## src/rtl/add_unpack_align.sv

```systemverilog
// add_unpack_align: front end of the sequential binary32 adder.
// Unpacks two operands, orders them by effective exponent and aligns the
// smaller fraction to the larger one by right-shifting at most SHIFT_STEP
// bits per cycle. Bit 0 of each fraction is a sticky bit. The aligned pair is
// then held for the downstream normalize/round/pack stage.
module add_unpack_align #(
  parameter int unsigned SHIFT_STEP = 4
) (
  input  logic        CLK,
  input  logic        nRST,
  input  logic        in_valid,
  output logic        in_ready,
  input  logic [31:0] op_a,
  input  logic [31:0] op_b,
  input  logic [2:0]  frm_in,
  output logic        out_valid,
  input  logic        out_ready,
  output logic [7:0]  exponent_max_out,
  output logic        sign_l_out,
  output logic        sign_s_out,
  output logic [25:0] frac_l_out,
  output logic [25:0] frac_s_out,
  output logic        swap_out,
  output logic        special_out,
  output logic [2:0]  frm_out
);

  typedef enum logic [1:0] {
    S_IDLE  = 2'd0,
    S_SHIFT = 2'd1,
    S_DONE  = 2'd2
  } state_e;

  localparam logic [4:0] STEP    = 5'(SHIFT_STEP);
  localparam logic [4:0] REM_MAX = 5'd27;

  // A right shift of k bits. Every bit shifted out, plus the old bit 0,
  // is ORed into the new bit 0.
  function automatic logic [25:0] shr_sticky(input logic [25:0] f, input logic [4:0] k);
    logic [25:0] mask;
    mask = (26'd1 << k) - 26'd1;
    return (f >> k) | {25'd0, |(f & mask)};
  endfunction

  state_e      state_q, state_d;
  logic        in_ready_q, in_ready_d;
  logic        out_valid_q, out_valid_d;
  logic [7:0]  exp_max_q, exp_max_d;
  logic        sign_l_q, sign_l_d;
  logic        sign_s_q, sign_s_d;
  logic [25:0] frac_l_q, frac_l_d;
  logic [25:0] frac_s_q, frac_s_d;
  logic        swap_q, swap_d;
  logic        special_q, special_d;
  logic [2:0]  frm_q, frm_d;
  logic [4:0]  rem_q, rem_d;

  // Unpacked and ordered view of the operands currently on the inputs
  logic [7:0]  exp_a_s, exp_b_s, exp_l_s, exp_s_s, diff_s;
  logic [25:0] frac_a_s, frac_b_s;
  logic        b_larger_s, special_s;
  logic [4:0]  rem_init_s, k_s, rem_next_s;

  // Unpack both operands, pick the larger exponent, saturate the distance
  always_comb begin
    exp_a_s    = (op_a[30:23] == 8'd0) ? 8'd1 : op_a[30:23];
    exp_b_s    = (op_b[30:23] == 8'd0) ? 8'd1 : op_b[30:23];
    frac_a_s   = {(op_a[30:23] != 8'd0), op_a[22:0], 2'b00};
    frac_b_s   = {(op_b[30:23] != 8'd0), op_b[22:0], 2'b00};
    special_s  = (op_a[30:23] == 8'hFF) || (op_b[30:23] == 8'hFF);
    b_larger_s = (exp_b_s > exp_a_s);
    exp_l_s    = b_larger_s ? exp_b_s : exp_a_s;
    exp_s_s    = b_larger_s ? exp_a_s : exp_b_s;
    diff_s     = exp_l_s - exp_s_s;
    if (diff_s > 8'd27) begin
      rem_init_s = REM_MAX;
    end else begin
      rem_init_s = diff_s[4:0];
    end
  end

  // Per-cycle shift amount, limited by what is still left to shift
  always_comb begin
    if (rem_q < STEP) begin
      k_s = rem_q;
    end else begin
      k_s = STEP;
    end
    rem_next_s = rem_q - k_s;
  end

  // Next-state and datapath update
  always_comb begin
    state_d     = state_q;
    out_valid_d = out_valid_q;
    exp_max_d   = exp_max_q;
    sign_l_d    = sign_l_q;
    sign_s_d    = sign_s_q;
    frac_l_d    = frac_l_q;
    frac_s_d    = frac_s_q;
    swap_d      = swap_q;
    special_d   = special_q;
    frm_d       = frm_q;
    rem_d       = rem_q;
    case (state_q)
      S_IDLE: begin
        if (in_valid && in_ready_q) begin
          exp_max_d = exp_l_s;
          sign_l_d  = b_larger_s ? op_b[31] : op_a[31];
          sign_s_d  = b_larger_s ? op_a[31] : op_b[31];
          frac_l_d  = b_larger_s ? frac_b_s : frac_a_s;
          frac_s_d  = b_larger_s ? frac_a_s : frac_b_s;
          swap_d    = b_larger_s;
          special_d = special_s;
          frm_d     = frm_in;
          if (special_s || (rem_init_s == 5'd0)) begin
            rem_d       = 5'd0;
            state_d     = S_DONE;
            out_valid_d = 1'b1;
          end else begin
            rem_d   = rem_init_s;
            state_d = S_SHIFT;
          end
        end else begin
          state_d = S_IDLE;
        end
      end
      S_SHIFT: begin
        frac_s_d = shr_sticky(frac_s_q, k_s);
        rem_d    = rem_next_s;
        if (rem_next_s == 5'd0) begin
          state_d     = S_DONE;
          out_valid_d = 1'b1;
        end else begin
          state_d = S_SHIFT;
        end
      end
      S_DONE: begin
        if (out_ready) begin
          state_d     = S_IDLE;
          out_valid_d = 1'b0;
        end else begin
          state_d = S_DONE;
        end
      end
      default: begin
        state_d     = S_IDLE;
        out_valid_d = 1'b0;
        rem_d       = 5'd0;
      end
    endcase
    in_ready_d = (state_d == S_IDLE);
  end

  // State and output registers; reset drops any operation in flight
  always_ff @(posedge CLK or negedge nRST) begin
    if (!nRST) begin
      state_q     <= S_IDLE;
      in_ready_q  <= 1'b0;
      out_valid_q <= 1'b0;
      exp_max_q   <= 8'd0;
      sign_l_q    <= 1'b0;
      sign_s_q    <= 1'b0;
      frac_l_q    <= 26'd0;
      frac_s_q    <= 26'd0;
      swap_q      <= 1'b0;
      special_q   <= 1'b0;
      frm_q       <= 3'd0;
      rem_q       <= 5'd0;
    end else begin
      state_q     <= state_d;
      in_ready_q  <= in_ready_d;
      out_valid_q <= out_valid_d;
      exp_max_q   <= exp_max_d;
      sign_l_q    <= sign_l_d;
      sign_s_q    <= sign_s_d;
      frac_l_q    <= frac_l_d;
      frac_s_q    <= frac_s_d;
      swap_q      <= swap_d;
      special_q   <= special_d;
      frm_q       <= frm_d;
      rem_q       <= rem_d;
    end
  end

  assign in_ready         = in_ready_q;
  assign out_valid        = out_valid_q;
  assign exponent_max_out = exp_max_q;
  assign sign_l_out       = sign_l_q;
  assign sign_s_out       = sign_s_q;
  assign frac_l_out       = frac_l_q;
  assign frac_s_out       = frac_s_q;
  assign swap_out         = swap_q;
  assign special_out      = special_q;
  assign frm_out          = frm_q;

endmodule

```

## config.mk

```make
export PLATFORM = sky130hd
export DESIGN_NAME = add_unpack_align
export DESIGN_NICKNAME = d
export VERILOG_FILES = /design/src/rtl/add_unpack_align.sv
export SDC_FILE = /design/constraint.sdc
export NUM_CORES = 1
export LEC_CHECK = 0
export BUFFER_PORTS_ARGS = -buffer_cell sky130_fd_sc_hd__buf_4
export CORE_ASPECT_RATIO = 0.7
export CORE_MARGIN = 2
export CORE_UTILIZATION = 35
export DETAILED_ROUTE_END_ITERATION = 8
export GPL_TIMING_DRIVEN = 0
export HOLD_SLACK_MARGIN = 0.02
export PLACE_DENSITY = 0.66
export SYNTH_ARGS = -nofsm -noshare
export SYNTH_HDL_FRONTEND = slang
export SYNTH_SLANG_ARGS = --single-unit
```

## constraint.sdc

```tcl
create_clock -name CLK -period 8.45 [get_ports CLK]
set_input_delay 0.845 -clock CLK [delete_from_list [all_inputs] [get_ports CLK]]
set_output_delay 0.845 -clock CLK [all_outputs]
set_load 0.05 [all_outputs]
```

# Yosys cells after proc, flatten, opt, wreduce, memory -nomap -nowiden
# Index checks and enable logic that the tools add are counted.
# op_classes
n_reduce_logical	17
eq_ne	8
n_mux	25
n_bitwise	3
add_sub_neg	3
n_shift	2
n_mul	0
n_div	0
magnitude_cmp	3
# op_table
cell	count
2-to-1 mux 26 bit	3
case mux 26 bit (2 select lines)	1
2-to-1 mux 8 bit	4
bitwise AND 26 bit	1
bitwise OR 26 x 1 -> 26 bit	1
OR reduction 26 bit	1
left shift 1 x 5 -> 26 bit (first input constant)	1
>> shifter 26 x 5 -> 26 bit	1
subtractor 26 x 1 -> 26 bit (second input constant)	1
2-to-1 mux 5 bit	4
equality test 8 bit (second input constant)	2
zero test 8 bit	2
nonzero test 8 bit	2
case mux 5 bit (3 select lines)	1
zero test 5 bit	2
> comparator 8 x 5 -> 1 bit (second input constant)	1
> comparator 8 bit	1
2-to-1 mux 2 bit	4
!= test 2 bit (second input constant)	4
subtractor 8 bit	1
2-to-1 mux 1 bit	6
case mux 2 bit (3 select lines)	1
AND reduction 2 bit	3
< comparator 5 x 3 -> 1 bit (second input constant)	1
other kinds (10)	12
# totals
register_bits	76
input_bits	71
ram_bits	0
wordCells	73
latch_bits	0
out_inout_bits	69
rom_bits	0
n_memories	0

# Longest topological paths before layout
# Gate-level depths: netlist of run 1.
# logic_depth
ltp_word	13
mapped_depth	22

# Least setup slack after synthesis of run 1
# OpenSTA, ideal clock, no wires.
# synth_timing
path_kind	input port to flip-flop
from	input op_a[30]
to	register out_valid_q, in the netlist out_valid
slack_ns	3.151
n_path_buf	4
setup_time_ns	0.095
t_required_ns	8.355
arrival_time_ns	5.203
cell_stages	21
cell_sequence	nor4_1 a21o_1 ha_1 and3_4 a2111oi_4 or2_1 buf_4 buf_6 clkbuf_1 clkbuf_1 nor3_1 a21oi_1 ha_1 o21ai_0 o21ai_0 a21oi_1 a211oi_1 o21ai_0 a32o_1 or4_1 o31ai_1
# synth_via
elab_chain_len	11
# synth_rtl
item	line_no	rtl
start, declared	13	input logic [31:0] op_a,
zero test 8 bit	66	exp_a_s = (op_a[30:23] == 8'd0) ? 8'd1 : op_a[30:23];
2-to-1 mux 8 bit	66	
> comparator 8 bit	71	b_larger_s = (exp_b_s > exp_a_s);
2-to-1 mux 8 bit, on equally long branches	72, 73	
subtractor 8 bit	74	diff_s = exp_l_s - exp_s_s;
> comparator 8 x 5 -> 1 bit	75	if (diff_s > 8'd27) begin
2-to-1 mux 5 bit	75	
zero test 5 bit	116	if (special_s || (rem_init_s == 5'd0)) begin
logical OR 1 bit *	116	
!= test 2 bit (no line) *	-	
AND reduction 4 bit (no line) *	-	
end signal, assigned	173	out_valid_q <= out_valid_d;
end, declared	47	logic out_valid_q, out_valid_d;
# Every way passes the cells marked *; elsewhere a longest branch is shown, timed or not.
# A chain may end at the register's enable or synchronous reset.

# Worst setup path in the final report of run 1
# Ends and elaborated chain as after synthesis.

==> results of run 1 <==
[metrics by stage]
step,hold slack [ps],setup slack (ps),area (um2)
after global routing,512.4,1998,7052
final,479.9,2258,7052
after global placement,461.8,2073,6684
after detailed placement,469.4,2031,6684
after CTS,483.9,2352,7052
after floorplan,549.4,3151,5411
[critical path, cell delays in order]
cell and delay [ps]:
buf_4 120, nor4_1 350, a21o_1 320, ha_1 320
and3_4 190, a2111oi_4 410, or2_1 160, buf_4 140
buf_6 150, clkbuf_1 570, clkbuf_1 510, nor3_1 100
a21oi_1 160, ha_1 220, o21ai_0 110, o21ai_0 100
a21oi_1 120, a211oi_1 270, o21ai_0 150, a32o_1 290
or4_1 540, o31ai_1 260
[kinds of logic (layout without fill, tap and decap cells)]
family,Yosys count,count (layout)
DFF,74,74
other,2,3
adders and majority gates,11,11
xor gates and xnor gates,7,7
and+or+nand+nor,179,179
AOI/OAI and AO/OA,169,169
buffers and inverters,71,224
muxes,94,94
[final timing paths]
kind	start	end	slack, ps	depth (start not counted)
hold / removal	frm_out[1]	frm_out[1]	480	2
hold reg to reg	frm_out[1]	frm_out[1]	480	2
setup / recovery	op_a[30]	out_valid	2260	22
max in group asynchronous	nRST	frac_l_out[24]	7110	1
min in group asynchronous	nRST	frac_s_out[8]	670	1
setup reg to reg	rem_q[1]	out_valid	4800	13
[final cells by class]
type / instances / share of cell area [%]
multi-input combinational: 463 / 46.22
sequential: 74 / 26.26
timing repair buffer: 137 / 14.58
buffer: 56 / 3.460
tap: 195 / 3.460
clock buffer: 11 / 3.442
clock inverter: 5 / 1.774
inverter: 15 / 0.7984
[cells in the mapped netlist, types with 2 or more instances]
master    instances
buf_6             3
nor2_1           33
nor4_1            6
a211oi_1          4
xnor2_1           3
nand2_1          91
nand4_1           6
buf_1             3
and2_1            2
inv_1            15
nand2b_1          2
a21o_1            2
a31oi_1           4
or3_1             6
o21ai_1          11
conb_1            2
o21ai_0          61
o22ai_1           3
ha_1             11
a221oi_1          2
clkbuf_1         47
a21oi_1          38
xor2_1            4
dfrtp_1          74
nor3_1           10
or4_1             2
nor2b_1           7
mux4_2           20
a221o_1           2
nand3_1           8
o211ai_1         23
mux2i_1          71
o31ai_1           4
o221ai_1          2
buf_4             3
mux2_2            2
[sequential cells by signal, indices dropped and copies added, names as in the netlist]
register,flops
special_out,1
frm_out,3
state_q,2
out_valid,1
exponent_max_out,8
rem_q,5
in_ready,1
sign_l_out,1
sign_s_out,1
swap_out,1
frac_l_out,24
frac_s_out,26
[power by group]
part / switching (mW) / internal, mW / total (mW) / leakage, nW
Clock: 0.154 / 0.326 / 0.480 / 0.180
Combinational: 1.04 / 0.544 / 1.58 / 1.99
Sequential: 0.152 / 0.505 / 0.657 / 0.940
[per-layer routing]
metal / vias up / routed length [um]
li1: 2518 / -
met5: - / 0
met3: 21 / 1511
met1: 2577 / 8832
met2: 253 / 7350
met4: 0 / 272
==> run metrics, run 1 <==
Final Hold Viols 0; initial antenna violation count 0; mapped cell area 5408 um2; Synth Area in Compound Gates 19.37%; FILL cells 1,442; Syn Inst Count 607; crit path kind in -> reg; met3 Use GR 4.930%; Synth area leaders dfrtp_1 34%, mux2i_1 13%, mux4_2 8.3%; post-synth top area cell dfrtp_1; post-CTS setup buffers 0; CTS resizes 0; Finished Layout Cells 956; EDFF count, synth 0; top-area cell type share of the netlist area 34.24%; clock tree buffer depth 2; Initial Util 36.28%; drt total wl 17.97 mm; Worst setup SP type primary input; I/O pins 140; Rows 37; Post-CTS Hold Buffers 0; adder-cell area share of the yosys netlist 2.545%; Synth cell types 56; Area growth, synth to finish 30.40%; worst hold path class reg -> reg; final slew viol count 0; crit path capture type register; Final Total Pwr 2.717 mW; clock root cell clkbuf_16; largest family of logic cells by synthesized area multiplexers; Finished Core Util 47.31%; most frequent cells in the layout 140 x buf_4, 91 x nand2_1, 74 x dfrtp_1; Pleak 3.108 nW; core area 14,910 um2; DR WL/cell 18.79 um; clock latency on the worst-skew pair 340 ps; grt total ovfl 0; Slew @ Worst Pin 1175 ps; Avg Vias per Cell 5.616; Final Cycle Share 73.28%; Setup Viol. Count Final 0; total negative slack 0 ps; initial DRC count 572; die height 108.0 um; met2 Usage GRT 30.27%; max-cap check violation count 0; H-tree depth 3; Num CTS Buffers 9; clk slew on worst S/H paths 60 ps; multi-input logic area 3259 um2; TritonRoute pass-1 iters 4; RSZ-0062 raised after global routing false; crit path max fanout 10; post-layout min period 6192 ps; area share of xor/xnor cells in the synthesized design 1.134%; Post-Synth Simple-Gate Area 14.92%; antenna diode count 0; Mean Syn Cell Area 8.909 um2; Buffers on Ports 137; Fmax 0.1615 GHz; commonest non-fill, non-tap cell in the layout buf_4; layout cells sized above 1 24.57%; Worst VDD drop 0.0001903 V; Post-synth ARST share 100.0%; Nets 838; via count 5,369; placed insts 940; largest net degree at the start of global routing 75; GRT Resource Usage Total 21.85%; slew margin rel. 21.09%; CTS sink count 74; Post-DRT Antenna Nets 0; Required @ worst endpoint 8690 ps; full die area 16,480 um2; status finished clean; top_reg_cell synth dfrtp_1; Syn. warnings 0; Yosys reg bits 74; clock skew 4.971 ps; TritonCTS clock tree built; first-pass GRT wire length 28.35 mm; grt met1 use 34.39%; post-synthesis mux area share 22.10%; detailed placement HPWL 13.58 mm; GPL Wtd Cong 0.9093; die width 152.6 um; register area 1852 um2; gr busiest metal met1; DRC viols 0; critical path data arrival time 6430 ps; Power Density 385.3 nW/um2; vias in the first global route 4,957; register area share after synthesis 34.24%
Note: power is estimated with default switching activity, not from simulation.
==> run 2: changes to the inputs <==
--- a/config.mk
+++ b/config.mk
@@ -5,6 +5,7 @@
 export SDC_FILE = /design/constraint.sdc
 export NUM_CORES = 1
 export LEC_CHECK = 0
+export ABC_AREA = 1
 export BUFFER_PORTS_ARGS = -buffer_cell sky130_fd_sc_hd__buf_4
 export CORE_ASPECT_RATIO = 0.7
 export CORE_MARGIN = 2
@@ -12,7 +13,7 @@
 export DETAILED_ROUTE_END_ITERATION = 8
 export GPL_TIMING_DRIVEN = 0
 export HOLD_SLACK_MARGIN = 0.02
-export PLACE_DENSITY = 0.66
+export PLACE_DENSITY = 0.68
 export SYNTH_ARGS = -nofsm -noshare
 export SYNTH_HDL_FRONTEND = slang
 export SYNTH_SLANG_ARGS = --single-unit
==> constraint.sdc (replaced) <==
create_clock -name CLK -period 5.5 [get_ports CLK]
set_input_delay 0.55 -clock CLK [delete_from_list [all_inputs] [get_ports CLK]]
set_output_delay 0.55 -clock CLK [all_outputs]
set_load 0.05 [all_outputs]
==> run metrics, run 2 <==
status finished clean (unchanged); Num CTS Buffers 9 (unchanged); critical path data arrival time 3530 ps (was 6430 ps); Buffers on Ports 137 (unchanged); Syn Inst Count 790 (was 607); initial antenna violation count 0 (unchanged); TritonRoute pass-1 iters 5 (was 4); EDFF count, synth 0 (unchanged); clock latency on the worst-skew pair 340 ps (about the same); layout cells sized above 1 19.70% (was 24.57%); Initial Util 35.92% (was 36.28%); multi-input logic area 2920 um2 (was 3259 um2); Synth area leaders dfrtp_1 35%, nand2_1 13%, nor2_1 7.8% (was dfrtp_1 34%, mux2i_1 13%, mux4_2 8.3%); Fmax 0.3023 GHz; RSZ-0062 raised after global routing false (unchanged); Commonest cells post-synth 177 x nand2_1, 110 x nor2_1, 81 x inv_1, 74 x dfrtp_1, 71 x a21oi_1 (was 91 x nand2_1, 74 x dfrtp_1, 71 x mux2i_1, 61 x o21ai_0, 47 x clkbuf_1); H-tree depth 3 (unchanged); Syn. warnings 0 (unchanged); Setup Viol. Count Final 0 (unchanged); Required @ worst endpoint 5720 ps (was 8690 ps); grt total ovfl 0 (unchanged); antenna diode count 0 (unchanged); clock tree buffer depth 2 (unchanged); DR top layer met4 (unchanged); detailed placement HPWL 14.88 mm (was 13.58 mm); Slew @ Worst Pin 979.4 ps (was 1175 ps); Rows 37 (unchanged); worst hold path class in -> async (was reg -> reg); CTS resizes 0 (unchanged); Post-synth ARST share 100.0% (unchanged); full die area 16,120 um2 (was 16,480 um2); TritonCTS clock tree built (unchanged); Post-CTS Hold Buffers 0 (unchanged); Finished Core Util 46.81% (was 47.31%); post-CTS setup buffers 0 (unchanged); core area 14,720 um2 (was 14,910 um2); I/O pins 140 (unchanged); mapped cell area 5288 um2 (was 5408 um2); GRT Resource Usage Total 23.74% (was 21.85%); Synth cell types 40 (was 56); met1 wire length 8.917 mm (was 8.832 mm); Yosys reg bits 74 (unchanged); total negative slack 0 ps (unchanged); crit path kind in -> reg (unchanged); largest net degree at the start of global routing 75 (unchanged); DR WL/cell 16.56 um (was 18.79 um); Area growth, synth to finish 30.34% (was 30.40%); commonest non-fill, non-tap cell in the layout nand2_1 (was buf_4); clock root cell clkbuf_16 (unchanged); top_reg_cell synth dfrtp_1 (unchanged); reg-to-reg startpoint rem_q[3] (was rem_q[1]); Worst VDD drop 0.0003206 V (was 0.0001903 V); Pleak 3.358 nW (was 3.108 nW); count leader, synth nand2_1 (unchanged); Final Total Pwr 4.828 mW (was 2.717 mW); Post-DRT Antenna Nets 0 (unchanged); crit path max fanout 7 (was 10); top-area cell type share of the netlist area 35.02% (was 34.24%); FILL cells 1,485 (was 1,442); met2 WL 7.656 mm (was 7.350 mm); final slew viol count 0 (unchanged); drt total wl 18.87 mm (was 17.97 mm); max-cap check violation count 0 (unchanged); Avg Vias per Cell 5.331 (was 5.616); via count 6,072 (was 5,369); Final Hold Viols 0 (unchanged); register area 1852 um2 (unchanged); GPL Wtd Cong 0.9497 (was 0.9093); DRC viols 0 (unchanged); crit path capture type register (unchanged); Worst setup startpoint op_b[24] (was op_a[30]); final hold slack 351.5 ps (was 479.9 ps); Final Cycle Share 60.14%; register area share after synthesis 35.02% (was 34.24%); Power Density 700.5 nW/um2 (was 385.3 nW/um2); vias in the first global route 5,470 (was 4,957); Worst setup SP type primary input (unchanged); post-synth top area cell dfrtp_1 (unchanged); Nets 1,021 (was 838); post-layout min period 3308 ps; clk slew on worst S/H paths 60 ps (about the same); met3 wire length 2.028 mm (was 1.511 mm); max reg flops 26 (unchanged); CTS sink count 74 (unchanged); first-pass GRT wire length 29.57 mm (was 28.35 mm); die width 150.9 um (was 152.6 um); most frequent cells in the layout 177 x nand2_1, 139 x buf_4, 110 x nor2_1 (was 140 x buf_4, 91 x nand2_1, 74 x dfrtp_1); die height 106.8 um (was 108.0 um); slew margin rel. 34.71% (was 21.09%); clock skew 8.056 ps (was 4.971 ps); Mean Syn Cell Area 6.693 um2 (was 8.909 um2); initial DRC count 616 (was 572)
[run 2: changes by cell type in the layout (fill, tap and decap cells not counted), moves of 10 or more]
cell | previous run | this run
a31oi_1 | 4 | 18
nand2_1 | 91 | 177
mux2i_1 | 71 | 0
nor2_1 | 33 | 110
a21oi_1 | 38 | 71
o211ai_1 | 23 | 11
nand3_1 | 8 | 29
nand4_1 | 6 | 16
inv_1 | 15 | 81
o221ai_1 | 2 | 21
mux4_2 | 20 | 0
o21ai_1 | 11 | 1
o22ai_1 | 3 | 13
[run 2: final timing paths]
path | to | slack, ps | cells past startpoint
hold reg to reg | frm_out[2] | 490 | 2
max in group asynchronous | frac_s_out[14] | 4490 | 1
setup reg to reg | frac_s_out[18] | 2690 | 9
hold / removal | frac_s_out[4] | 350 | 1
min in group CLK | frm_out[0] | 410 | 3
setup / recovery | in_ready | 2190 | 20
[run 2: metrics by stage]
step | std cells | cell area, um2 | setup slack (ps)
2_1_floorplan | 791 | 5291 | 2462
3_3_place_gp | 1123 | 6564 | 1947
3_5_place_dp | 1123 | 6564 | 1866
4_1_cts | 1139 | 6892 | 2234
5_1_grt | 1139 | 6892 | 1873
6_report | 1139 | 6892 | 2192
[run 2: final cells by class]
type	instances	area share, %
multi-input cells	583	42.37
flip-flops and latches	74	26.87
repair buffers	137	14.92
inverters	86	4.684
well taps	195	3.540
clock buffers	10	3.468
plain buffers	48	2.850
clock inverters	6	1.289
[run 2: layer usage]
layer,vias to the layer above,global-route usage [%]
met5,-,0
met4,0,5.741
met3,21,7.447
met2,288,32.37
met1,2817,35.98
li1,2946,-
[run 2: cell families (layout without fill, tap and decap cells)]
logic type,Yosys count,in the layout,share of synthesized area (%)
flip-flops,74,74,35.02
AND/OR/NAND/NOR,365,365,29.70
other,2,3,0.1420
buffers and inverters,134,287,9.820
adder cells (fa/ha/maj),11,11,2.603
XOR/XNOR,3,3,0.4970
AO/OA/AOI/OAI,201,201,22.22
[run 2: worst max-delay path: stages]
cell and delay, ps:
buf_4 120, inv_1 80, nand4_1 120, o21ai_0 270, inv_1 100, ha_1 420
nand4_4 200, nand3_1 170, nand3_2 110, ha_1 190, inv_1 60, nand2_2 70
xor2_1 240, nand3_1 110, nor2_1 130, nor2_1 70, nand4_2 110, nand2_1 100
o22ai_1 230, nor2_2 60
[run 2: report_power, final]
group          leakage [nW]  switching (mW)  internal (mW)
clock network         0.155           0.243          0.410
registers             0.867           0.249          0.829
logic                  2.34            2.18          0.918
total                  3.36            2.67           2.16
